$ cat config.mk
export PLATFORM = sky130hd
export DESIGN_NAME = decode_control
export DESIGN_NICKNAME = d
export VERILOG_FILES = /design/src/rtl/up_pkg.sv /design/src/rtl/decode_rom.sv /design/src/rtl/decode_control.sv
export SDC_FILE = /design/constraint.sdc
export NUM_CORES = 1
export LEC_CHECK = 0
export CORE_MARGIN = 10
export CORE_UTILIZATION = 45
export CTS_CLUSTER_SIZE = 24
export DETAILED_ROUTE_END_ITERATION = 7
export GPL_TIMING_DRIVEN = 0
export PLACE_DENSITY = 0.83
export SYNTH_ARGS = -nofsm -noshare
export SYNTH_HDL_FRONTEND = slang
export SYNTH_SLANG_ARGS = --single-unit
export TNS_END_PERCENT = 100
$ cat constraint.sdc
create_clock -name clk -period 3.4 [get_ports clk]
set_input_delay 0.68 -clock clk [delete_from_list [all_inputs] [get_ports clk]]
set_output_delay 0.68 -clock clk [all_outputs]
set_load 0.02 [all_outputs]
$ cat src/rtl/up_pkg.sv
// Shared definitions for the 4-bit microprocessor: opcodes, ALU/bus encodings,
// control-unit states and the EXEC control word.
package up_pkg;

  localparam logic [3:0] OP_JC    = 4'h0;
  localparam logic [3:0] OP_JNC   = 4'h1;
  localparam logic [3:0] OP_CMPI  = 4'h2;
  localparam logic [3:0] OP_CMPM  = 4'h3;
  localparam logic [3:0] OP_LIT   = 4'h4;
  localparam logic [3:0] OP_IN    = 4'h5;
  localparam logic [3:0] OP_LD    = 4'h6;
  localparam logic [3:0] OP_ST    = 4'h7;
  localparam logic [3:0] OP_JZ    = 4'h8;
  localparam logic [3:0] OP_JNZ   = 4'h9;
  localparam logic [3:0] OP_ADDI  = 4'hA;
  localparam logic [3:0] OP_ADDM  = 4'hB;
  localparam logic [3:0] OP_JMP   = 4'hC;
  localparam logic [3:0] OP_OUT   = 4'hD;
  localparam logic [3:0] OP_NANDI = 4'hE;
  localparam logic [3:0] OP_HALT  = 4'hF;

  typedef enum logic [1:0] {
    ALU_PASS = 2'b00,
    ALU_SUB  = 2'b01,
    ALU_ADD  = 2'b10,
    ALU_NAND = 2'b11
  } alu_fn_e;

  typedef enum logic [1:0] {
    SRC_OPRND = 2'b00,
    SRC_RAM   = 2'b01,
    SRC_INP   = 2'b10,
    SRC_ACC   = 2'b11
  } src_sel_e;

  typedef enum logic [1:0] {
    ST_FETCH = 2'b00,
    ST_EXEC  = 2'b01,
    ST_HALT  = 2'b10
  } state_e;

  typedef struct packed {
    logic     en_counter;
    logic     load;
    logic     load_acc;
    logic     load_flags;
    logic     cs_ram;
    logic     we_ram;
    logic     load_out;
    alu_fn_e  alu_fn;
    src_sel_e src_sel;
  } ctrl_t;

endpackage

$ cat src/rtl/decode_rom.sv
// Combinational opcode decoder: {instr, carry, zero} -> EXEC-phase control word.
module decode_rom
  import up_pkg::*;
(
  input  logic [3:0] i_instr,
  input  logic       i_carry,
  input  logic       i_zero,
  output ctrl_t      o_ctrl
);

  logic w_taken;

  always_comb begin
    // NOTE: every output gets a default before the case so no path can infer a latch.
    o_ctrl  = '0;
    w_taken = 1'b0;
    case (i_instr)
      OP_JC, OP_JNC, OP_JZ, OP_JNZ, OP_JMP: begin
        case (i_instr)
          OP_JC:   w_taken = i_carry;
          OP_JNC:  w_taken = ~i_carry;
          OP_JZ:   w_taken = i_zero;
          OP_JNZ:  w_taken = ~i_zero;
          default: w_taken = 1'b1;
        endcase
        // An untaken jump still has to step over its address byte.
        o_ctrl.load       = w_taken;
        o_ctrl.en_counter = ~w_taken;
      end
      OP_CMPI: begin
        o_ctrl.alu_fn     = ALU_SUB;
        o_ctrl.src_sel    = SRC_OPRND;
        o_ctrl.load_flags = 1'b1;
      end
      OP_CMPM: begin
        o_ctrl.alu_fn     = ALU_SUB;
        o_ctrl.src_sel    = SRC_RAM;
        o_ctrl.cs_ram     = 1'b1;
        o_ctrl.load_flags = 1'b1;
        o_ctrl.en_counter = 1'b1;
      end
      OP_LIT: begin
        o_ctrl.alu_fn   = ALU_PASS;
        o_ctrl.src_sel  = SRC_OPRND;
        o_ctrl.load_acc = 1'b1;
      end
      OP_IN: begin
        o_ctrl.alu_fn   = ALU_PASS;
        o_ctrl.src_sel  = SRC_INP;
        o_ctrl.load_acc = 1'b1;
      end
      OP_LD: begin
        o_ctrl.alu_fn     = ALU_PASS;
        o_ctrl.src_sel    = SRC_RAM;
        o_ctrl.cs_ram     = 1'b1;
        o_ctrl.load_acc   = 1'b1;
        o_ctrl.en_counter = 1'b1;
      end
      OP_ST: begin
        o_ctrl.src_sel    = SRC_ACC;
        o_ctrl.cs_ram     = 1'b1;
        o_ctrl.we_ram     = 1'b1;
        o_ctrl.en_counter = 1'b1;
      end
      OP_ADDI: begin
        o_ctrl.alu_fn     = ALU_ADD;
        o_ctrl.src_sel    = SRC_OPRND;
        o_ctrl.load_acc   = 1'b1;
        o_ctrl.load_flags = 1'b1;
      end
      OP_ADDM: begin
        o_ctrl.alu_fn     = ALU_ADD;
        o_ctrl.src_sel    = SRC_RAM;
        o_ctrl.cs_ram     = 1'b1;
        o_ctrl.load_acc   = 1'b1;
        o_ctrl.load_flags = 1'b1;
        o_ctrl.en_counter = 1'b1;
      end
      OP_OUT: begin
        o_ctrl.src_sel  = SRC_ACC;
        o_ctrl.load_out = 1'b1;
      end
      OP_NANDI: begin
        o_ctrl.alu_fn     = ALU_NAND;
        o_ctrl.src_sel    = SRC_OPRND;
        o_ctrl.load_acc   = 1'b1;
        o_ctrl.load_flags = 1'b1;
      end
      default: ; // HALT / NOP: no strobes in EXEC
    endcase
  end

endmodule

$ cat src/rtl/decode_control.sv
// Two-phase FETCH/EXEC control unit with retired-instruction counter.
// Define DECODE_HALT_EN to make opcode F enter a reset-only HALT state.
module decode_control
  import up_pkg::*;
#(
  parameter int CNT_W = 16
) (
  input  logic             clk,
  input  logic             reset,
  input  logic [3:0]       instr,
  input  logic             carry,
  input  logic             zero,
  output logic             eneable_counter,
  output logic             load,
  output logic             eneable_fetch,
  output logic             load_acc,
  output logic             load_flags,
  output logic [1:0]       alu_fn,
  output logic [1:0]       src_sel,
  output logic             cs_ram,
  output logic             we_ram,
  output logic             load_out,
  output logic             phase,
  output logic             halted,
  output logic [CNT_W-1:0] retired
);

  state_e           r_state;
  state_e           w_next;
  ctrl_t            w_ctrl;
  logic [CNT_W-1:0] r_retired;

  decode_rom u_rom (
    .i_instr (instr),
    .i_carry (carry),
    .i_zero  (zero),
    .o_ctrl  (w_ctrl)
  );

  always_ff @(posedge clk or posedge reset) begin
    // NOTE: sequential state uses non-blocking assignments so all registers update together.
    if (reset) begin
      r_state   <= ST_FETCH;
      r_retired <= '0;
    end else begin
      r_state <= w_next;
      if (r_state == ST_EXEC) r_retired <= r_retired + 1'b1;
    end
  end

  always_comb begin
    w_next = ST_FETCH;
    case (r_state)
      ST_FETCH: w_next = ST_EXEC;
`ifdef DECODE_HALT_EN
      ST_EXEC:  w_next = (instr == OP_HALT) ? ST_HALT : ST_FETCH;
      ST_HALT:  w_next = ST_HALT;
`else
      ST_EXEC:  w_next = ST_FETCH;
`endif
      default:  w_next = ST_FETCH;
    endcase
  end

  always_comb begin
    eneable_counter = 1'b0;
    load            = 1'b0;
    eneable_fetch   = 1'b0;
    load_acc        = 1'b0;
    load_flags      = 1'b0;
    alu_fn          = ALU_PASS;
    src_sel         = SRC_OPRND;
    cs_ram          = 1'b0;
    we_ram          = 1'b0;
    load_out        = 1'b0;
    case (r_state)
      ST_FETCH: begin
        eneable_fetch   = 1'b1;
        eneable_counter = 1'b1;
      end
      ST_EXEC: begin
        eneable_counter = w_ctrl.en_counter;
        load            = w_ctrl.load;
        load_acc        = w_ctrl.load_acc;
        load_flags      = w_ctrl.load_flags;
        alu_fn          = w_ctrl.alu_fn;
        src_sel         = w_ctrl.src_sel;
        cs_ram          = w_ctrl.cs_ram;
        we_ram          = w_ctrl.we_ram;
        load_out        = w_ctrl.load_out;
      end
      default: ; // HALT freezes the datapath
    endcase
  end

  assign phase   = (r_state == ST_EXEC);
  assign retired = r_retired;
`ifdef DECODE_HALT_EN
  assign halted  = (r_state == ST_HALT);
`else
  assign halted  = 1'b0;
`endif

endmodule

# Word level (Yosys, flattened, before mapping)
# Cells that the tools add are included.
dict set report word_totals {
  latchBits 0
  word_cells 53
  mem_count 0
  register_bits 18
  mem_bits_rw 0
  rom_bits 0
  input_bits 8
  output_inout_bits 30
}
dict set report classes {
  reduce_logical 10
  bitwise 3
  shifts 0
  addsub 1
  n_mul 0
  magnitude_cmp 0
  eq_ne 15
  div 0
  muxes 22
}
# operator count
set ops {}
lappend ops {{== test 4 bit (second input constant)} 7}
lappend ops {{adder 16 x 1 -> 16 bit (second input constant)} 1}
lappend ops {{== test 4 x 3 -> 1 bit (second input constant)} 4}
lappend ops {{two-way mux 1 bit} 15}
lappend ops {{one-hot mux 2 bit (3 select lines)} 2}
lappend ops {{OR reduction 5 bit} 2}
lappend ops {{== test 4 x 2 -> 1 bit (second input constant)} 2}
lappend ops {{OR reduction 2 bit} 3}
lappend ops {{OR reduction 6 bit} 1}
lappend ops {{== test 4 x 1 -> 1 bit (second input constant)} 1}
lappend ops {{logical NOT 4 bit} 1}
lappend ops {{two-way mux 2 bit} 2}
lappend ops {{one-hot mux 1 bit (2 select lines)} 2}
lappend ops {{one-hot mux 1 bit (4 select lines)} 1}
lappend ops {{OR reduction 4 bit} 1}
lappend ops {{NOT 1 bit} 3}
lappend ops {{OR reduction 3 bit} 1}
lappend ops {{== test 2 x 1 -> 1 bit (second input constant)} 1}
lappend ops {{logical NOT 2 bit} 1}

# Depth between registers and ports, before layout
dict set report depth {
  word_depth 6
  mapped_depth 5
  depth_no_buf 5
}

# By module
# From an unflattened synthesis, not the netlist that was laid out.
dict set report hier_totals {
  cells_unflattened 115
  area_unflattened_um2 1077.3
}
# module area_each_um2 seq_area_each_um2 cells_per_inst n_inst
set modules_own_cells {}
lappend modules_own_cells {decode_control 834.6 425.4 78 1}
lappend modules_own_cells {decode_rom 242.7 0.0 37 1}

# Worst setup path after synthesis
# Ideal clock, no wire load.
dict set report synth_timing {
  path_kind {input to output}
  from {input port instr[0]}
  to {output port load_out}
  path_buffers 1
  required_ns 2.720
  t_arrival_ns 1.887
  path_stages 3
  path_slack_ns 0.833
  path_cell_list {clkbuf_1 > nand2_1 > nor4b_1}
}
dict set report synth_between {
  elab_chain_cells 3
}
# element line_no
set synth_lines {}
lappend synth_lines {{from (decl)} decode_control.sv:10} ;# input logic [3:0] instr,
lappend synth_lines {{== test 4 bit} decode_rom.sv:17} ;# case (i_instr)
lappend synth_lines {{two-way mux 1 bit} decode_rom.sv:17}
lappend synth_lines {{two-way mux 1 bit} decode_control.sv:76} ;# case (r_state)
lappend synth_lines {{to (decl)} decode_control.sv:22} ;# output logic load_out,
# No other way between the ends.

# Worst setup path after layout
dict set report layout_timing {
  from {input port instr[3]}
  to {output port load}
}
dict set report layout_between {
  elab_chain_cells 5
  word_cells_on_any_way 10
  cone_classes {eq/ne (4); mux (4); reduce/logical (2)}
}
# element line_no
set layout_lines {}
lappend layout_lines {{== test 4 bit, or another cell as far along} {decode_rom.sv:17, decode_rom.sv:19}}
lappend layout_lines {{one-hot mux 1 bit (4 select lines)} decode_rom.sv:19} ;# case (i_instr)
lappend layout_lines {{two-way mux 1 bit} decode_rom.sv:17}
lappend layout_lines {{two-way mux 1 bit (*)} decode_rom.sv:17}
lappend layout_lines {{two-way mux 1 bit (*)} decode_control.sv:76}
lappend layout_lines {{to (decl)} decode_control.sv:14} ;# output logic load,
# Mark *: on every way between the ends. The rest lies on a longest branch, timed or not. The select of a mux whose other input is x is not followed.

==> run_results.csv <==
group,metric,value,unit
critical_path,cp.arrival,2570,ps
timing,slew_headroom,56.7,%
routing,routed_wl,2450,um
timing,finalCritPeriodShare,95.5,%
routing,wl_per_cell,14.8,um
critical_path,path_class,"input pin to primary output",
global_route,grt_pass1_vias,781,
cts,root_buffer,"clkbuf_4",
critical_path,critPathLaunch,"instr[3]",
cts,clockBufferDepth,2,
critical_path,path_cells,"clkdlybuf4s50_1 > clkbuf_1 > nand2_1 > o22ai_1 > and3_1 > clkdlybuf4s50_1",
yosys,syn-instance-count,101,
finish,final_util,67.4,%
global_route,grt_use_met1,11.5,%
cts,postCtsSetupRepairBufs,0,
yosys,synth_cell_types,30,
yosys,ys_seq_area_share,45.7,%
outcome,status,"finished clean",
critical_path,cpMostUsedCell,"clkdlybuf4s50_1",
timing,rsz0062_at_grt,"false",
yosys,syn_area,931,um^2
timing,finalMaxSlewViolations,0,
routing,firstDrtPassIters,4,
floorplan,die_w,65.5,um
timing,clock.fmax,0.308,GHz
yosys,syn_nets,110,
routing,drc,0,
hold_path,hold_path_class,"flip-flop to flip-flop",
global_route,top_usage_layer,"met2",
critical_path,cp.required,2720,ps
floorplan,num_io_pins,38,
cts,ctsResizeCount,0,
timing,worst_slew_pin_slew,649,ps
critical_path,critical_path.max_fanout,10,
cts,cts.clk_slew.worst_paths,100,ps
global_route,grtUsageMet3,2.71,%
finish,final_cell_area,1320,um^2
timing,setup_violations,0,
critical_path,cp_top_family,"buffers and inverters",
job,drv_cap,0,
critical_path,critPathBufInv,3,
global_route,gr-total-overflow,0,
routing,drt_first_iter_violations,38,
critical_path,end_kind,"primary output",
global_route,grt_max_degree,18,
place,placed_area,1290,um^2
floorplan,die_y,65.5,um
finish,final_nets,148,
yosys,syn_area_per_cell,9.22,um^2
cts,cts_inserted_buffers,3,
cts,ctsHtreeMaxLevel,1,
global_route,antenna_found_initial,0,
critical_path,startpoint_type,"input pin",
power_and_ir_drop,ir_drop,0.179,mV
routing,ant_nets,0,
critical_path,reg2reg_from,"r_state[0]",
power_and_ir_drop,p_per_area,282,nW/um^2
critical_path,cp_slowest_cell,"clkdlybuf4s50_1",
routing,viasPerCell,5.04,
floorplan,core_area,1960,um^2
timing,finalHoldViolCount,0,
timing,final.setup.tns,0,ps
place,hpwl,1950,um
cts,clk_latency,290,ps
finish,antennaDiodeCount,0,
place,routabilityCongestion,0.808,
cts,clock-sinks,17,
floorplan,dieArea,4290,um^2
global_route,met2_usage,20.5,%
floorplan,rows,16,
yosys,synth-seq-cells,17,
finish,drive_above_1_share,7.97,%
global_route,track_usage,11.3,%
critical_path,slowest_delay,600,ps
timing,fin_crit,3250,ps
finish,syn2layout_area_growth,42.1,%
yosys,ys_warn_count,0,
hold_path,hp-start,"retired[15]",
timing,worst_clock_skew,6.94,ps
floorplan,initial_core_util,47.4,%
place,numPortBuffers,33,
global_route,grt_pass1_wl,3850,um
cts,cts_tree,"built",
cts,cts_hold_buf,0,
routing,vias,831,
power_and_ir_drop,power.leakage,0.568,nW
per-stage QoR:
step	power (mW)	hold WS (ps)	std cells	setup slack, ps
CTS	0.377	480	165	161
floorplan	0.242	582	101	833
detailed placement	0.268	466	161	170
global route	0.388	509	165	31.3
global placement	0.267	460	161	167
finish	0.373	481	165	153
worst reg2reg max path: stages (launching register included):
cell     delay, ps
dfrtp_1        350
buf_2          240
nand3_1        130
nor4_1         500
nand4_1        180
xnor2_1        150
synthesized netlist by cell type, drive strengths merged:
cell    instances  share of area (%)
a211oi          1               0.81
a21oi           3                1.6
and3            2                1.3
buf             2                1.3
clkbuf          4                1.6
conb            1               0.40
dfrtp          17                 46
ha              1                1.3
inv             4                1.6
mux2            1                1.2
mux2i           2                2.2
nand2          12                5.6
nand2b          1               0.67
nand3           3                2.2
nand3b          1               0.81
nand4           4                2.7
nor2           15                6.0
nor3            3                1.6
nor4            1               0.67
nor4b           1               0.94
o21ai           2                1.1
o221ai          1               0.94
o22ai           1               0.67
or2             1               0.67
or4             1                1.2
xnor2          10                9.4
xor2            6                5.6
flip-flops by register name (all words and copies together), names as in the netlist:
signal / flops
r_state: 1
retired: 16
final timing paths:
kind | end | cells after the start | slack, ps
max | load | 6 | 150
max reg2reg | retired[15] | 5 | 1750
min reg2reg | retired[15] | 1 | 480
min | retired[15] | 1 | 480
max in group asynchronous | retired[8] | 2 | 2200
min in group asynchronous | retired[13] | 2 | 780
metal layers:
| layer | vias up | part of all wire [%] |
|---|---|---|
| met1 | 388 | 37 |
| met5 | - | 0 |
| met3 | 2 | 7.1 |
| met2 | 35 | 54 |
| li1 | 406 | - |
| met4 | 0 | 1.1 |
kinds of logic (layout without fill, tap and decap cells):
logic type / Yosys count / count (layout) / share of synthesized area (%)
simple gates: 45 / 45 / 24.5
flops: 17 / 17 / 45.7
xor+xnor: 16 / 16 / 15.1
buf+inv: 10 / 47 / 4.57
compound gates: 8 / 8 / 5.11
mux: 3 / 3 / 3.36
fa+ha+maj: 1 / 1 / 1.34
other cells: 1 / 1 / 0.403
power by group:
group,switching (mW),internal [mW]
clock,0.0645,0.0437
sequential,0,0.202
combinational,0.0355,0.0271
total,0.100,0.273
layout by cell type, fill, tap and decap left out:
master,instances
inv_1,4
a211oi_1,1
a21oi_1,3
ha_1,1
nand3_1,2
nor4_1,1
xnor2_1,10
nor2_1,15
nor4b_1,1
or4_4,1
nand2_1,11
o22ai_1,1
nand3b_1,1
o21ai_0,2
mux2_2,1
nand2b_1,1
nand2_4,1
clkbuf_1,4
nand4_1,4
nor3_1,3
xor2_1,6
clkbuf_4,3
dfrtp_1,17
conb_1,1
buf_4,1
clkinv_2,1
or2_2,1
buf_2,1
nand3_2,1
o221ai_1,1
and3_1,2
mux2i_1,2
clkdlybuf4s50_1,33
cell type report:
class                      count  area (um^2)
tap                           27         33.8
multi-input combinational     74          463
fill                         171          639
sequential                    17          425
inverter                       4         15.0
buffer                         6         27.5
timing repair buffer          33          330
clock inverter                 1         5.00
clock buffer                   3         22.5
(Power assumes the default switching activity.)
==> variant 1, RTL diff (config.mk and constraints unchanged) <==
Encoding of `state_e`: now one-hot (3 bits for 3 states).
--- a/src/rtl/up_pkg.sv
+++ b/src/rtl/up_pkg.sv
@@ -35,6 +35,6 @@
 
-  typedef enum logic [1:0] {
-    ST_FETCH = 2'b00,
-    ST_EXEC  = 2'b01,
-    ST_HALT  = 2'b10
+  typedef enum logic [2:0] {
+    ST_FETCH = 3'b001,
+    ST_EXEC  = 3'b010,
+    ST_HALT  = 3'b100
   } state_e;
Function: same outputs for any inputs over 10 cycles, from zero or initial values and one cycle with reset high; not proved beyond that.
==> variant 1 against the original RTL <==
- final area up 9.6%
- die area increased by 7.8%
- first-iteration DRC count is 2.6% lower
- synthesized area grew 11%
- global-route usage up 0.24 points
- sequential cell count grew 1
- non-clock buffer count up 2
- setup slack improved by 0.084 ns
- wire length rose by 1.1%
- worst hold slack worse by 0.011 ns
- sequential share of layout area is 1.0 points lower
- critical path type unchanged
Power is not compared: it rests on default switching activity, and its combinational part moved more than twofold at a synthesized area within 25%.
==> variant 1: results (changes against the original RTL) <==
\begin{tabular}{lr}
\hline
Metric & Value \\
\hline
\multicolumn{2}{l}{\textbf{Synthesis}} \\
\quad Synth cell count leaders & sky130\_fd\_sc\_hd\_\_dfrtp\_1, sky130\_fd\_sc\_hd\_\_nand2\_1, sky130\_fd\_sc\_hd\_\_nor2\_1, sky130\_fd\_sc\_hd\_\_xor2\_1, sky130\_fd\_sc\_hd\_\_a21oi\_1 \\
\quad Most area-consuming cells after synthesis & sky130\_fd\_sc\_hd\_\_dfrtp\_1, sky130\_fd\_sc\_hd\_\_xor2\_1, sky130\_fd\_sc\_hd\_\_xnor2\_1, sky130\_fd\_sc\_hd\_\_nand2\_1, sky130\_fd\_sc\_hd\_\_nor2\_1 \\
\quad Register area share after synthesis & 0.4360 (-0.02100) \\
\quad Count of different cell masters after synthesis & 31 (+3.3\%) \\
\multicolumn{2}{l}{\textbf{Detailed routing}} \\
\quad First-iteration detailed-routing DRC count & 37 (-2.6\%) \\
\quad DRT Wirelength & 2477 µm (+1.1\%) \\
\quad Post-DR vias/cell & 5.075 (+0.76\%) \\
\multicolumn{2}{l}{\textbf{Timing}} \\
\quad Max\_slew headroom & 0.5476 (-0.01896) \\
\quad Worst clock skew & 0.006246 ns (-0.0006937 ns) \\
\multicolumn{2}{l}{\textbf{Place}} \\
\quad DP Wirelength & 1996 µm (+2.2\%) \\
\quad Place WS & 0.07002 ns (-0.09981 ns) \\
\quad Placed insts & 170 (+5.6\%) \\
\quad IO buf count & 34 (+3.0\%) \\
\quad Gp weighted congestion & 0.7209 (-11\%) \\
\multicolumn{2}{l}{\textbf{Global routing}} \\
\quad Met3 demand-to-capacity share in global routing & 0.06688 (+0.03977) \\
\quad Number of global-route vias before repair & 970 (+24\%) \\
\quad Largest net degree at the start of global routing & 19 (+1) \\
\quad GR Util All Layers & 0.1152 (+0.002436) \\
\quad GR met1 Demand/Resource & 0.1141 (-0.0009758) \\
\quad First-pass GRT wire length & 4257 µm (+11\%) \\
\quad Routing usage on met2 & 0.2000 (-0.004878) \\
\multicolumn{2}{l}{\textbf{Setup path}} \\
\quad Largest fanout on the critical path & 3 (-7) \\
\quad Crit path arrival time & 2.48 ns (-0.09 ns) \\
\multicolumn{2}{l}{\textbf{Cells and area}} \\
\quad Fraction of final layout cells sized beyond drive strength 1 & 0.1370 (+0.05728) \\
\quad Number of filler cells placed in the layout & 178 (+4.1\%) \\
\multicolumn{2}{l}{\textbf{Status}} \\
\quad Status & finished clean \\
\hline
\end{tabular}
## variant 1: changes by cell type after synthesis, moves of 3 or more
cell                       unedited run  this run
sky130_fd_sc_hd__xnor2_1             10         6
sky130_fd_sc_hd__clkbuf_1             4         0
sky130_fd_sc_hd__buf_4                1         4
sky130_fd_sc_hd__xor2_1               6        10
sky130_fd_sc_hd__a21oi_1              3         7
## variant 1: stage by stage
step	hold slack, ns	area, µm²
6_report	0.4694	1450
3_3_place_gp	0.4552	1411
5_1_grt	0.4937	1450
3_5_place_dp	0.4561	1411
2_1_floorplan	0.5777	1036
4_1_cts	0.4739	1448
## variant 1: area by class of cell
cell class              count  area (µm²)  share of cell area
multi-input cells          79       524.3              0.3615
clock buffers               4       36.28             0.02502
plain buffers               7       45.04             0.03106
flip-flops and latches     18       451.7              0.3115
repair buffers             34       342.8              0.2364
inverters                   4       15.01             0.01035
well taps                  28       35.03             0.02416
## variant 1: cell families after synthesis
| group | after synthesis | share of synthesized area |
|---|---|---|
| compound gates | 8 | 0.04106 |
| xor+xnor | 16 | 0.1353 |
| fa+ha+maj | 3 | 0.03624 |
| buf+inv | 11 | 0.05796 |
| flops | 18 | 0.4360 |
| mux | 3 | 0.03019 |
| other cells | 1 | 0.003620 |
| simple gates | 48 | 0.2597 |
## variant 1: metal layers
| metal | share of wire | wire, µm | up-vias |
|---|---|---|---|
| li1 | - | - | 426 |
| met1 | 0.36 | 892 | 427 |
| met2 | 0.49 | 1222 | 28 |
| met3 | 0.14 | 347 | 2 |
| met4 | 0.0057 | 14 | 0 |
| met5 | 0 | 0 | - |
## variant 1: critical path: stages
cell                              delay, ns
sky130_fd_sc_hd__clkdlybuf4s50_1       0.53
sky130_fd_sc_hd__mux2i_1               0.23
sky130_fd_sc_hd__xnor2_1               0.15
sky130_fd_sc_hd__nand2b_1              0.08
sky130_fd_sc_hd__a21oi_1               0.16
sky130_fd_sc_hd__clkdlybuf4s50_1       0.64
## variant 1: final timing paths
path                                  start          end  slack (ns)  depth (start not counted)
max in group asynchronous             reset  retired[13]        2.19                          2
min in group asynchronous             reset  retired[10]        0.78                          2
worst min-delay path            retired[15]  retired[15]        0.47                          1
worst max register to register   r_state[0]  retired[12]        1.75                          8
worst max-delay path               instr[3]         load        0.24                          6
worst min register to register  retired[15]  retired[15]        0.47                          1
## variant 1: power by group
group | leakage, nW | internal [W] | total, W | switching [W]
clock network | 0.0210 | 0.0000651 | 0.000132 | 0.0000669
logic | 0.445 | 0.0000135 | 0.0000303 | 0.0000169
registers | 0.238 | 0.000214 | 0.000214 | 0
## variant 1: timing repair
item / CTS / global route
endpoints found under the setup margin: 0 / 1
resized for setup: 0 / 1
hold buffers: 0 / 0
==> variant 2, RTL diff (same flow settings) <==
Made on the original files. The option `DECODE_HALT_EN` is turned on by a define.
--- a/src/rtl/decode_control.sv
+++ b/src/rtl/decode_control.sv
@@ -2,2 +2,4 @@
 // Define DECODE_HALT_EN to make opcode F enter a reset-only HALT state.
+`define DECODE_HALT_EN
+
 module decode_control
Function: changed (Yosys sat finds a counterexample within 4 cycles, from zero or initial values and one cycle with reset high).
==> variant 2 against the original RTL <==
- die area up 4.6%
- synthesized area rose by 6.6%
- final area up 7.8%
- setup slack got worse by 0.0094 ns
- wire length increased by 7.3%
- sequential cell count increased by 1
- count of clock-buffer cells in the layout rose by 1
- worst hold slack improved by 0.00099 ns
- highest routed layer unchanged
Power is not compared: it rests on default switching activity, and its combinational part moved more than twofold at a synthesized area within 25%.
==> variant 2: results (changes against the original RTL) <==
\begin{tabular}{lr}
\hline
Metric & Value \\
\hline
\multicolumn{2}{l}{\textbf{Global routing}} \\
\quad GR Util All Layers & 0.1281 (+0.01533) \\
\quad Met3 demand-to-capacity share in global routing & 0.04013 (+0.01302) \\
\quad GR met1 Demand/Resource & 0.1320 (+0.01694) \\
\quad First-pass GRT wire length & 4471 µm (+16\%) \\
\quad Number of global-route vias before repair & 974 (+25\%) \\
\quad Largest net degree at the start of global routing & 19 (+1) \\
\quad Routing usage on met2 & 0.2192 (+0.01432) \\
\multicolumn{2}{l}{\textbf{Synthesis}} \\
\quad Most area-consuming cells after synthesis & sky130\_fd\_sc\_hd\_\_dfrtp\_1, sky130\_fd\_sc\_hd\_\_xnor2\_1, sky130\_fd\_sc\_hd\_\_xor2\_1, sky130\_fd\_sc\_hd\_\_nor2\_1, sky130\_fd\_sc\_hd\_\_nand2\_1 \\
\quad Count of different cell masters after synthesis & 33 (+10\%) \\
\quad Register area share after synthesis & 0.4540 (-0.003017) \\
\quad Synthesized Nets & 115 (+4.5\%) \\
\quad Synth cell count leaders & sky130\_fd\_sc\_hd\_\_dfrtp\_1, sky130\_fd\_sc\_hd\_\_nor2\_1, sky130\_fd\_sc\_hd\_\_nand2\_1, sky130\_fd\_sc\_hd\_\_xnor2\_1, sky130\_fd\_sc\_hd\_\_xor2\_1 \\
\quad Synthesized-area fraction occupied by adder cells & 0.01261 (-0.0008305) \\
\multicolumn{2}{l}{\textbf{Setup path}} \\
\quad Crit path arrival time & 2.58 ns (about the same) \\
\multicolumn{2}{l}{\textbf{Place}} \\
\quad Gp weighted congestion & 0.8173 (+1.2\%) \\
\quad Place WS & 0.1332 ns (-0.03662 ns) \\
\quad IO buf count & 36 (+9.1\%) \\
\quad DP Wirelength & 2061 µm (+5.5\%) \\
\multicolumn{2}{l}{\textbf{Detailed routing}} \\
\quad First-iteration detailed-routing DRC count & 27 (-29\%) \\
\quad Met2 wirelength from detailed routing & 1306 µm (-1.8\%) \\
\quad Met1 Routed Length & 1046 µm (+14\%) \\
\quad Total via count in the routed design & 927 (+12\%) \\
\multicolumn{2}{l}{\textbf{Cells and area}} \\
\quad Fraction of final layout cells sized beyond drive strength 1 & 0.05479 (-0.02492) \\
\quad Final non-filler cell total & 173 (+4.8\%) \\
\multicolumn{2}{l}{\textbf{Status}} \\
\quad Status & finished clean \\
\hline
\end{tabular}
==> variant 2: changes by cell type in the layout (fill, tap and decap cells not counted), sizes merged, moves of 2 or more <==
cell           delta
or3               +2
clkdlybuf4s50     +2
a21oi             +2
nor2              -2
nand3             +2
inv               -2
==> variant 2: layout make-up <==
type | count | area [µm²]
Tap cell | 27 | 33.78
Buffer | 5 | 26.28
Timing Repair Buffer | 36 | 362.8
Multi-Input combinational cell | 81 | 508.0
Inverter | 2 | 7.507
Fill cell | 168 | 596.8
Sequential cell | 18 | 450.4
Clock buffer | 4 | 36.28
==> variant 2: power breakdown <==
group | internal [W] | total, W | switching (W)
Combinational | 0.000187 | 0.000409 | 0.000221
Sequential | 0.000258 | 0.000319 | 0.0000614
Clock | 0.0000653 | 0.000131 | 0.0000658
==> variant 2: worst max-delay path, cell delays in order <==
cell and delay (ns):
sky130_fd_sc_hd__clkdlybuf4s50_1 0.50, sky130_fd_sc_hd__clkbuf_1 0.34, sky130_fd_sc_hd__nand2_1 0.19, sky130_fd_sc_hd__nor3_1 0.23, sky130_fd_sc_hd__clkdlybuf4s50_1 0.64
==> variant 2: path summary, 6_finish.rpt <==
check                             from          end  slack [ns]  depth (start not counted)
hold / removal             retired[15]  retired[15]        0.48                          1
hold reg to reg            retired[15]  retired[15]        0.48                          1
setup reg to reg            retired[0]  retired[10]        1.74                          5
min in group asynchronous        reset   retired[0]        0.78                          2
max in group asynchronous        reset  retired[12]        2.20                          2
setup / recovery              instr[2]       we_ram        0.14                          5
==> variant 2: repair_timing <==
item / 4_1_cts / 5_1_grt
gates resized for setup: 0 / 1
endpoints found under the setup margin: 0 / 1
hold buffers: 0 / 0
